===== config.mk =====
export PLATFORM = sky130hd
export DESIGN_NAME = display_scan_controller
export DESIGN_NICKNAME = d
export VERILOG_FILES = /design/src/rtl/display_pkg.sv /design/src/rtl/display_char_decoder.sv /design/src/rtl/display_scan_controller.sv
export SDC_FILE = /design/constraint.sdc
export NUM_CORES = 1
export LEC_CHECK = 0
export BUFFER_PORTS_ARGS = -buffer_cell sky130_fd_sc_hd__buf_2
export CAP_MARGIN = 20
export CORE_ASPECT_RATIO = 0.6
export CORE_UTILIZATION = 58
export CTS_CLUSTER_DIAMETER = 100
export DETAILED_ROUTE_END_ITERATION = 6
export PLACE_DENSITY = 0.84
export SYNTH_ARGS = -nofsm -noshare
export SYNTH_HDL_FRONTEND = slang
export SYNTH_SLANG_ARGS = --single-unit
export TNS_END_PERCENT = 5

===== constraint.sdc =====
create_clock -name csi_clk -period 4.8 [get_ports csi_clk]
set_input_delay 0.48 -clock csi_clk [delete_from_list [all_inputs] [get_ports csi_clk]]
set_output_delay 0.48 -clock csi_clk [all_outputs]
set_load 0.01 [all_outputs]

===== src/rtl/display_pkg.sv =====
// Shared types and constants for the 7-segment scan controller.
package display_pkg;

    typedef enum logic [1:0] {
        ST_IDLE,
        ST_BLANK,
        ST_SHOW
    } state_t;

    localparam int unsigned CH_DASH  = 16;
    localparam int unsigned CH_UNDER = 17;
    localparam int unsigned CH_H     = 18;
    localparam int unsigned CH_L     = 19;
    localparam int unsigned CH_P     = 20;
    localparam int unsigned CH_R     = 21;

    // Active-high patterns, bit 0 = segment a ... bit 6 = segment g.
    localparam logic [6:0] SEG_HEX [16] = '{
        7'h3F, 7'h06, 7'h5B, 7'h4F, 7'h66, 7'h6D, 7'h7D, 7'h07,
        7'h7F, 7'h6F, 7'h77, 7'h7C, 7'h39, 7'h5E, 7'h79, 7'h71
    };
    localparam logic [6:0] SEG_DASH  = 7'h40;
    localparam logic [6:0] SEG_UNDER = 7'h08;
    localparam logic [6:0] SEG_H     = 7'h76;
    localparam logic [6:0] SEG_L     = 7'h38;
    localparam logic [6:0] SEG_P     = 7'h73;
    localparam logic [6:0] SEG_R     = 7'h50;
    localparam logic [6:0] SEG_OFF   = 7'h00;

endpackage


===== src/rtl/display_char_decoder.sv =====
// Combinational character-code to active-high 7-segment decoder.
module display_char_decoder
    import display_pkg::*;
#(
    parameter int CHAR_LEN = 6
) (
    input  logic [CHAR_LEN-1:0] code,
    output logic [6:0]          seg
);

    logic [31:0] code_w;

    always_comb begin
        code_w = 32'(code);
        seg    = SEG_OFF;
        if (code_w < 32'd16) begin
            seg = SEG_HEX[code_w[3:0]];
        end else begin
            case (code_w)
                CH_DASH:  seg = SEG_DASH;
                CH_UNDER: seg = SEG_UNDER;
                CH_H:     seg = SEG_H;
                CH_L:     seg = SEG_L;
                CH_P:     seg = SEG_P;
                CH_R:     seg = SEG_R;
                default:  seg = SEG_OFF;
            endcase
        end
    end

endmodule


===== src/rtl/display_scan_controller.sv =====
// Multiplexed 7-segment scan controller with per-slot blanking gap and frame snapshots.
// Optional brightness control is enabled by defining DISPLAY_SCAN_DIM_EN.
module display_scan_controller
    import display_pkg::*;
#(
    parameter int LEN        = 4,
    parameter int CHAR_LEN   = 6,
    parameter int DIV        = 12500,
    parameter int BLANK      = 64,
    parameter int ACTIVE_LOW = 1
) (
    input  logic                      csi_clk,
    input  logic                      rsi_reset_n,
    input  logic [LEN*CHAR_LEN-1:0]   numbers,
    input  logic [LEN-1:0]            dots,
    input  logic                      ena,
`ifdef DISPLAY_SCAN_DIM_EN
    input  logic [2:0]                dim,
`endif
    output logic [6:0]                seg,
    output logic                      dp,
    output logic [LEN-1:0]            digit_sel,
    output logic                      frame_start
);

    localparam int CW = $clog2(DIV);
    localparam int IW = (LEN > 1) ? $clog2(LEN) : 1;
    localparam logic [CW-1:0]  CNT_BLANK_END = CW'(BLANK - 1);
    localparam logic [CW-1:0]  CNT_LAST      = CW'(DIV - 1);
    localparam logic [IW-1:0]  IDX_LAST      = IW'(LEN - 1);
    localparam logic [6:0]     POL_SEG       = {7{ACTIVE_LOW != 0}};
    localparam logic           POL_DP        = (ACTIVE_LOW != 0);
    localparam logic [LEN-1:0] POL_SEL       = {LEN{ACTIVE_LOW != 0}};

    state_t                  state_q, state_d;
    logic [CW-1:0]           cnt_q, cnt_d;
    logic [IW-1:0]           idx_q, idx_d;
    logic [LEN*CHAR_LEN-1:0] snap_num_q, snap_num_d;
    logic [LEN-1:0]          snap_dots_q, snap_dots_d;
    logic                    fs_d;
    logic                    sel_gate;
    logic [CHAR_LEN-1:0]     code_cur;
    logic [6:0]              seg_dec, seg_raw;
    logic                    dp_raw;
    logic [LEN-1:0]          sel_raw;

    always_comb begin
        state_d     = state_q;
        cnt_d       = cnt_q;
        idx_d       = idx_q;
        snap_num_d  = snap_num_q;
        snap_dots_d = snap_dots_q;
        fs_d        = 1'b0;
        if (!ena) begin
            state_d = ST_IDLE;
            cnt_d   = '0;
            idx_d   = '0;
        end else begin
            case (state_q)
                ST_IDLE: begin
                    snap_num_d  = numbers;
                    snap_dots_d = dots;
                    idx_d       = '0;
                    cnt_d       = '0;
                    fs_d        = 1'b1;
                    state_d     = ST_BLANK;
                end
                ST_BLANK: begin
                    cnt_d = cnt_q + 1'b1;
                    if (cnt_q == CNT_BLANK_END) state_d = ST_SHOW;
                end
                ST_SHOW: begin
                    cnt_d = cnt_q + 1'b1;
                    if (cnt_q == CNT_LAST) begin
                        cnt_d   = '0;
                        state_d = ST_BLANK;
                        if (idx_q == IDX_LAST) begin
                            idx_d       = '0;
                            snap_num_d  = numbers;
                            snap_dots_d = dots;
                            fs_d        = 1'b1;
                        end else begin
                            idx_d = idx_q + 1'b1;
                        end
                    end
                end
                default: state_d = ST_IDLE;
            endcase
        end
    end

`ifdef DISPLAY_SCAN_DIM_EN
    logic [2:0] dim_q, dim_d, dim_cnt_q, dim_cnt_d;

    always_comb begin
        dim_d     = fs_d ? dim : dim_q;
        dim_cnt_d = (state_q == ST_SHOW && state_d == ST_SHOW) ? dim_cnt_q + 3'd1 : 3'd0;
        sel_gate  = (dim_cnt_d <= dim_d);
    end

    always_ff @(posedge csi_clk or negedge rsi_reset_n) begin
        if (!rsi_reset_n) begin
            dim_q     <= '0;
            dim_cnt_q <= '0;
        end else begin
            dim_q     <= dim_d;
            dim_cnt_q <= dim_cnt_d;
        end
    end
`else
    assign sel_gate = 1'b1;
`endif

    // Pins are built from next-state values so they line up with the state register.
    assign code_cur = snap_num_d[idx_d*CHAR_LEN +: CHAR_LEN];

    display_char_decoder #(.CHAR_LEN(CHAR_LEN)) u_dec (
        .code (code_cur),
        .seg  (seg_dec)
    );

    always_comb begin
        seg_raw = '0;
        dp_raw  = 1'b0;
        sel_raw = '0;
        if (state_d == ST_SHOW) begin
            seg_raw = seg_dec;
            dp_raw  = snap_dots_d[idx_d];
            if (sel_gate) sel_raw[idx_d] = 1'b1;
        end
    end

    always_ff @(posedge csi_clk or negedge rsi_reset_n) begin
        if (!rsi_reset_n) begin
            state_q     <= ST_IDLE;
            cnt_q       <= '0;
            idx_q       <= '0;
            snap_num_q  <= '0;
            snap_dots_q <= '0;
            frame_start <= 1'b0;
            seg         <= POL_SEG;
            dp          <= POL_DP;
            digit_sel   <= POL_SEL;
        end else begin
            state_q     <= state_d;
            cnt_q       <= cnt_d;
            idx_q       <= idx_d;
            snap_num_q  <= snap_num_d;
            snap_dots_q <= snap_dots_d;
            frame_start <= fs_d;
            seg         <= seg_raw ^ POL_SEG;
            dp          <= dp_raw ^ POL_DP;
            digit_sel   <= sel_raw ^ POL_SEL;
        end
    end

endmodule


* Word-level counts from Yosys, hierarchy flattened *
Memories as Yosys holds them, arrays and structs flattened.
Cells that the tools add are included.

word-level totals
  flip-flop bits (word level) = 59
  ROM bits = 112
  bits of input ports = 31
  output and inout bits = 13
  memories = 1

memory list
  name             depth  width  read ports  clocked after memory_dff  write ports  RTL line                    text
  (no name shown)  16     7      1           0                         0            display_char_decoder.sv:17  seg = SEG_HEX[code_w[3:0]];

operators by class
  $add $sub $neg = 2
  multipliers = 1
  $lt $le $gt $ge = 4
  equal/unequal tests = 13
  shift operators = 1
  mux-type cells = 34
  bitwise gates (word level) = 4
  reduce and logical (&&, ||, !) cells = 2

operators with widths
  cell                                                         number
  2-to-1 mux 24 bit                                            3
  case mux 24 bit (2 select lines)                             1
  case mux 14 bit (3 select lines)                             1
  case mux 7 bit (6 select lines)                              1
  == test 6 x 5 -> 1 bit (second input constant)               6
  2-to-1 mux 14 bit                                            2
  2-to-1 mux 7 bit                                             4
  variable part select 24 x 6 -> 6 bit                         1
  2-to-1 mux 4 bit                                             4
  adder 14 x 1 -> 14 bit (second input constant)               1
  == test 14 bit (second input constant)                       1
  == test 14 x 6 -> 1 bit (second input constant)              1
  2-to-1 mux 2 bit                                             6
  case mux 4 bit (2 select lines)                              1
  inverter 7 bit                                               1
  == test 2 bit (second input constant)                        3
  less-than comparator 6 x 5 -> 1 bit (second input constant)  1
  2-to-1 mux 1 bit                                             6
  case mux 2 bit (3 select lines)                              1
  >= comparator 5 bit (second input constant)                  1
  inverter 4 -> 5 bit                                          1
  multiplier 2 x 2 -> 4 bit (second input constant)            1
  inequality test 4 x 1 -> 1 bit (second input constant)       1
  inverter 4 bit                                               1
  11 further kinds                                             11

* Longest topological paths before layout *
  depth in word-level cells = 14
  gate-level depth with buffers = 18
  gate-level depth less buffers = 15

* Hierarchy *
From an unflattened synthesis, not the netlist that was laid out.

second synthesis, totals
  cell total of the unflattened synthesis = 328
  area total of the unflattened synthesis = 3264.4 sq um

by module, submodules not included
  module                   instances  cells an instance  area an instance (sq um)  seq. area each (sq um)
  display_scan_controller  1          271                2836.5                    1491.4
  display_char_decoder     1          57                 427.9                     0.0

* Least setup slack after synthesis *
No wires, ideal clock.

  path kind = register to register
  start point = register cnt_q[8]
  end point = register seg[1]
  setup time = 73 ps
  arrival = 4182 ps
  required time = 4727 ps
  path slack = 545 ps
  cell stages (with the launch flop) = 15
  buffers on the path = 2
  period minus slack after synthesis = 4255 ps
  cell sequence = dfrtp_1 -> or4_4 -> or4b_1 -> buf_6 -> o21a_1 -> clkbuf_1 -> a22o_1 -> a221oi_1 -> a21boi_0 -> inv_1 -> ha_1 -> or2_2 -> a31oi_1 -> o32a_1 -> o21bai_1

RTL lines
  item                                                  RTL line                        text
  start: declaration                                    display_scan_controller.sv:36   logic [CW-1:0] cnt_q, cnt_d;
  start signal: assignment                              display_scan_controller.sv:146  cnt_q <= cnt_d;
  == test 14 bit (*)                                    display_scan_controller.sv:74   if (cnt_q == CNT_LAST) begin
  2-to-1 mux 24 bit (*)                                 display_scan_controller.sv:74
  case mux 24 bit (2 select lines) (*)                  display_scan_controller.sv:59   case (state_q)
  2-to-1 mux 24 bit (*)                                 display_scan_controller.sv:54   if (!ena) begin
  named net snap_num_d[7]                               display_scan_controller.sv:38   logic [LEN*CHAR_LEN-1:0] snap_num_q, snap_num_d;
  variable part select 24 x 6 -> 6 bit (*)              display_scan_controller.sv:115  assign code_cur = snap_num_d[idx_d*CHAR_LEN +: CHAR_LEN];
  inverter 4 -> 5 bit (implied by the code)             display_char_decoder.sv:17
  memory (16 x 7 bit)                                   n/a
  2-to-1 mux 7 bit (implied by the code) (2 in series)  display_char_decoder.sv:17
  2-to-1 mux 7 bit (*)                                  display_char_decoder.sv:16      if (code_w < 32'd16) begin
  2-to-1 mux 7 bit (*)                                  display_scan_controller.sv:126  if (state_d == ST_SHOW) begin
  inverter 7 bit (no source line) (*)                   n/a
  end signal: assignment                                display_scan_controller.sv:151  seg <= seg_raw ^ POL_SEG;
  end: declaration                                      display_scan_controller.sv:20   output logic [6:0] seg,

Mark *: on every way through the listed nets, which the timed path passes. The rest lies on a longest branch. The select of a mux whose other input is x is not followed.
A chain may end at the register's enable or synchronous reset.

* Worst setup path after layout *
  start point = register cnt_q[8]
  end point = register seg[1]

on the way
  word-level cells in the longest chain between the ends = 13

ends and longest elaborated chain
  item                                                  RTL line
  == test 14 bit                                        display_scan_controller.sv:74
  2-to-1 mux 2 bit                                      display_scan_controller.sv:74
  case mux 2 bit (2 select lines)                       display_scan_controller.sv:59
  2-to-1 mux 2 bit                                      display_scan_controller.sv:54
  multiplier 2 x 2 -> 4 bit                             display_scan_controller.sv:115
  variable part select 24 x 6 -> 6 bit                  display_scan_controller.sv:115
  inverter 4 -> 5 bit (implied by the code)             display_char_decoder.sv:17
  memory (16 x 7 bit)                                   n/a
  2-to-1 mux 7 bit (implied by the code) (2 in series)  display_char_decoder.sv:17
  2-to-1 mux 7 bit                                      display_char_decoder.sv:16
  2-to-1 mux 7 bit (*)                                  display_scan_controller.sv:126
  inverter 7 bit (no source line) (*)                   n/a

Every way passes the cells marked *; elsewhere a longest branch is shown, timed or not. The select of a mux whose other input is x is not followed.

==> flow_summary.yaml <==
worst_setup_path:
  cpPeakStageDelay_ns: 0.75
  cp-end-kind: "register"
  r2r-start: "cnt_q[8]$_DFFE_PN0P_"
  cp_max_fo: 9
  cp-start-kind: "register"
  regToRegEndpoint: "seg[1]$_DFF_PN1_"
  reg2reg_depth: 13
  r2r_slack_ns: 0.43
  worstSetupPathType: "reg2reg"
  cpMaxStageDelayCell: "or4b_1"
  crit_start: "cnt_q[8]$_DFFE_PN0P_"
  crit_required_ns: 5.06
  crit_chain: "or4_4 -> or4b_1 -> mux2i_4 -> and3_1 -> a221oi_1 -> a21boi_0 -> buf_4 -> inv_1 -> ha_1 -> or2_2 -> a31oi_1 -> o32a_1 -> o21bai_1"
  arrival_ns: 4.63
worst_hold_path:
  hold_path.class: "in2async"
timing:
  fmax_mhz: 228.7
  tns_ns: 0
  hold_slack_ns: 0.2758
  rsz0062_at_grt: "false"
  worstMarginPinSlew_ns: 0.7810
  slew_viol_final: 0
  final_hold_viol_count: 0
  slew_headroom_pct: 47.71
  period_share_pct: 91.08
  fin_crit_ns: 4.372
  fin_skew_ns: 0.009651
  finalSetupViolCount: 0
cells_and_area:
  final_cells: 477
  final_area_um2: 3802
  drive_gt1_share_pct: 21.75
  nNetsFinal: 440
  area_growth_pct: 13.65
  diodes: 0
clock_network:
  clkLatencyLatePin_ns: 0.35
  cts_tree: "built"
  cts_setup_buffers: 0
  cts-root-buf: "clkbuf_8"
  cts.repair.resized: 0
  clkTransAtPathRegs_ns: 0.07
  numCtsBuffers: 9
  ctsHoldBuffers: 0
  clock-sinks: 59
  cts_max_path_buffers: 2
  h-tree-depth: 3
die:
  core_um2: 5305
  start_util_pct: 63.07
  die_h_um: 60.83
  die_width_um: 100.1
  rows: 20
  boundaryPins: 44
  dieArea_um2: 6086
global_route:
  grt_max_degree: 60
  grt_pass1_wl_um: 14170
  overflow: 0
  first_global_vias: 2634
  antenna_found_initial: 0
  grt_use_total_pct: 31.92
routing:
  drtPass1Iterations: 7
  viasPerCell: 6.224
  totalWireLength_um: 8809
  drt-initial-drc-count: 368
  ant_nets: 0
  drc: 0
  dr_total_vias: 2969
  detail_route.wl_per_cell_um: 18.47
synth:
  synth_most_common_cell: "nand2_1"
  synth_cell_types: 62
  synthFlopType: "dfrtp_1"
  post_synth.cell_area_avg_um2: 9.559
  synth-edff-count: 0
  ys_seq_elements: 59
  synthTopCellsByArea: "dfrtp_1 35%, dfstp_2 9.4%, a22o_1 6.0%"
  yosys_warnings: 0
  synth_cells: 350
  synth_area_um2: 3346
  synthTopCellsByCount: "49 x nand2_1, 47 x dfrtp_1, 23 x a22o_1, 22 x nor2_1, 21 x a21oi_1"
  synth.largest_area_cell: "dfrtp_1"
  netlist.area_leader.share_pct: 35.15
  synthArstFlopShare_pct: 100.0
  ys_seq_area_share_pct: 44.58
  synth_nets: 395
power_and_ir_drop:
  powerDensity_nw_per_um2: 303.3
  p_leak_nw: 1.742
  total_power_w: 0.001153
  peakVddDrop_uv: 250.9
placement:
  dp.final_hpwl_um: 6460
  place_area_um2: 3647
  dpl.cell_count: 461
  port_buffers: 43
  place.gp.congestion: 0.9723
run:
  max_cap_viol_count: 0
outcome:
  status: "complete, no violations"
[metal layers]
layer / wire (um) / vias to the layer above / track usage (%)
li1: - / 1377 / -
met1: 4405 / 1412 / 50.78
met2: 3410 / 166 / 41.58
met3: 897 / 14 / 8.986
met4: 95 / 0 / 8.696
met5: 0 / - / 0
[area by class of cell]
| class | count | area, um^2 |
|---|---|---|
| clock buffer | 12 | 135.1 |
| clock inverter | 4 | 20.02 |
| fill | 435 | 1503 |
| inverter | 9 | 33.78 |
| multi-input combinational | 264 | 1743 |
| sequential | 59 | 1491 |
| tap | 77 | 96.34 |
| timing repair buffer | 52 | 282.8 |
[logic make-up after synthesis]
family	after synthesis	synth area share (%)
fa+ha+maj	14	5.236
mux	8	3.029
compound gates	110	23.71
buf+inv	27	3.553
xor+xnor	5	1.309
simple gates	127	18.59
flops	59	44.58
[layout by cell type (no fill, tap or decap), types with 3 or more instances in the layout]
master    netlist  routed
mux2i_1         3       3
o21ai_0        20      20
a22o_1         23      23
nor4_1          3       3
a211oi_1        3       3
and3_1          6       6
a22oi_1         3       3
nor2_1         22      22
inv_1           9       9
xor2_1          4       4
dfrtp_1        47      47
a21oi_1        21      21
nand2b_1        4       4
a221oi_1        5       5
ha_1           14      14
clkbuf_8        0       9
nand3_1        11      11
and2_1          9       9
buf_2           2      43
a31oi_1         7       7
nor3_1          5       5
dfstp_2        12      12
clkinv_2        0       4
o211ai_1        4       4
mux2_2          3       3
nand2_1        49      49
clkbuf_1       14       3
buf_4           0       9
[power by group]
part | switching (W) | internal (W) | leakage, nW | total, W
Combinational | 0.000144 | 0.0000890 | 0.925 | 0.000233
Sequential | 0.0000149 | 0.000534 | 0.734 | 0.000548
Clock | 0.000189 | 0.000184 | 0.0839 | 0.000372
Total | 0.000347 | 0.000806 | 1.74 | 0.00115
[flip-flops by register name (all words and copies together) (netlist names)]
register and flops:
snap_dots_q 4, snap_num_q 24, frame_start 1, idx_q 2, cnt_q 14, digit_sel 4, dp 1, state_q 2
seg 7
[critical path: cells and delay by family (launching register included)]
family	cells	cell delay, ns
adder cells (fa/ha/maj)	1	0.21
buffers and inverters	2	0.26
AND/OR/NAND/NOR	4	1.92
flip-flops	1	0.42
multiplexers	1	0.32
AO/OA/AOI/OAI	5	1.16
[worst max-delay path by stage]
stage,to
6_report,seg[1]$_DFF_PN1_
4_1_cts,seg[1]$_DFF_PN1_
3_3_place_gp,seg[1]$_DFF_PN1_
2_1_floorplan,seg[1]$_DFF_PN1_
3_5_place_dp,seg[1]$_DFF_PN1_
5_1_grt,seg[1]$_DFF_PN1_
[metrics by stage]
stage / utilization [%] / worst slack [ns]
global route: 71.67 / 0.1192
detailed placement: 68.75 / 0.5006
CTS: 71.67 / 0.4656
floorplan: - / 0.5446
finish: 71.67 / 0.4281
global placement: 68.75 / 0.6946
Note: power is estimated with default switching activity, not from simulation.
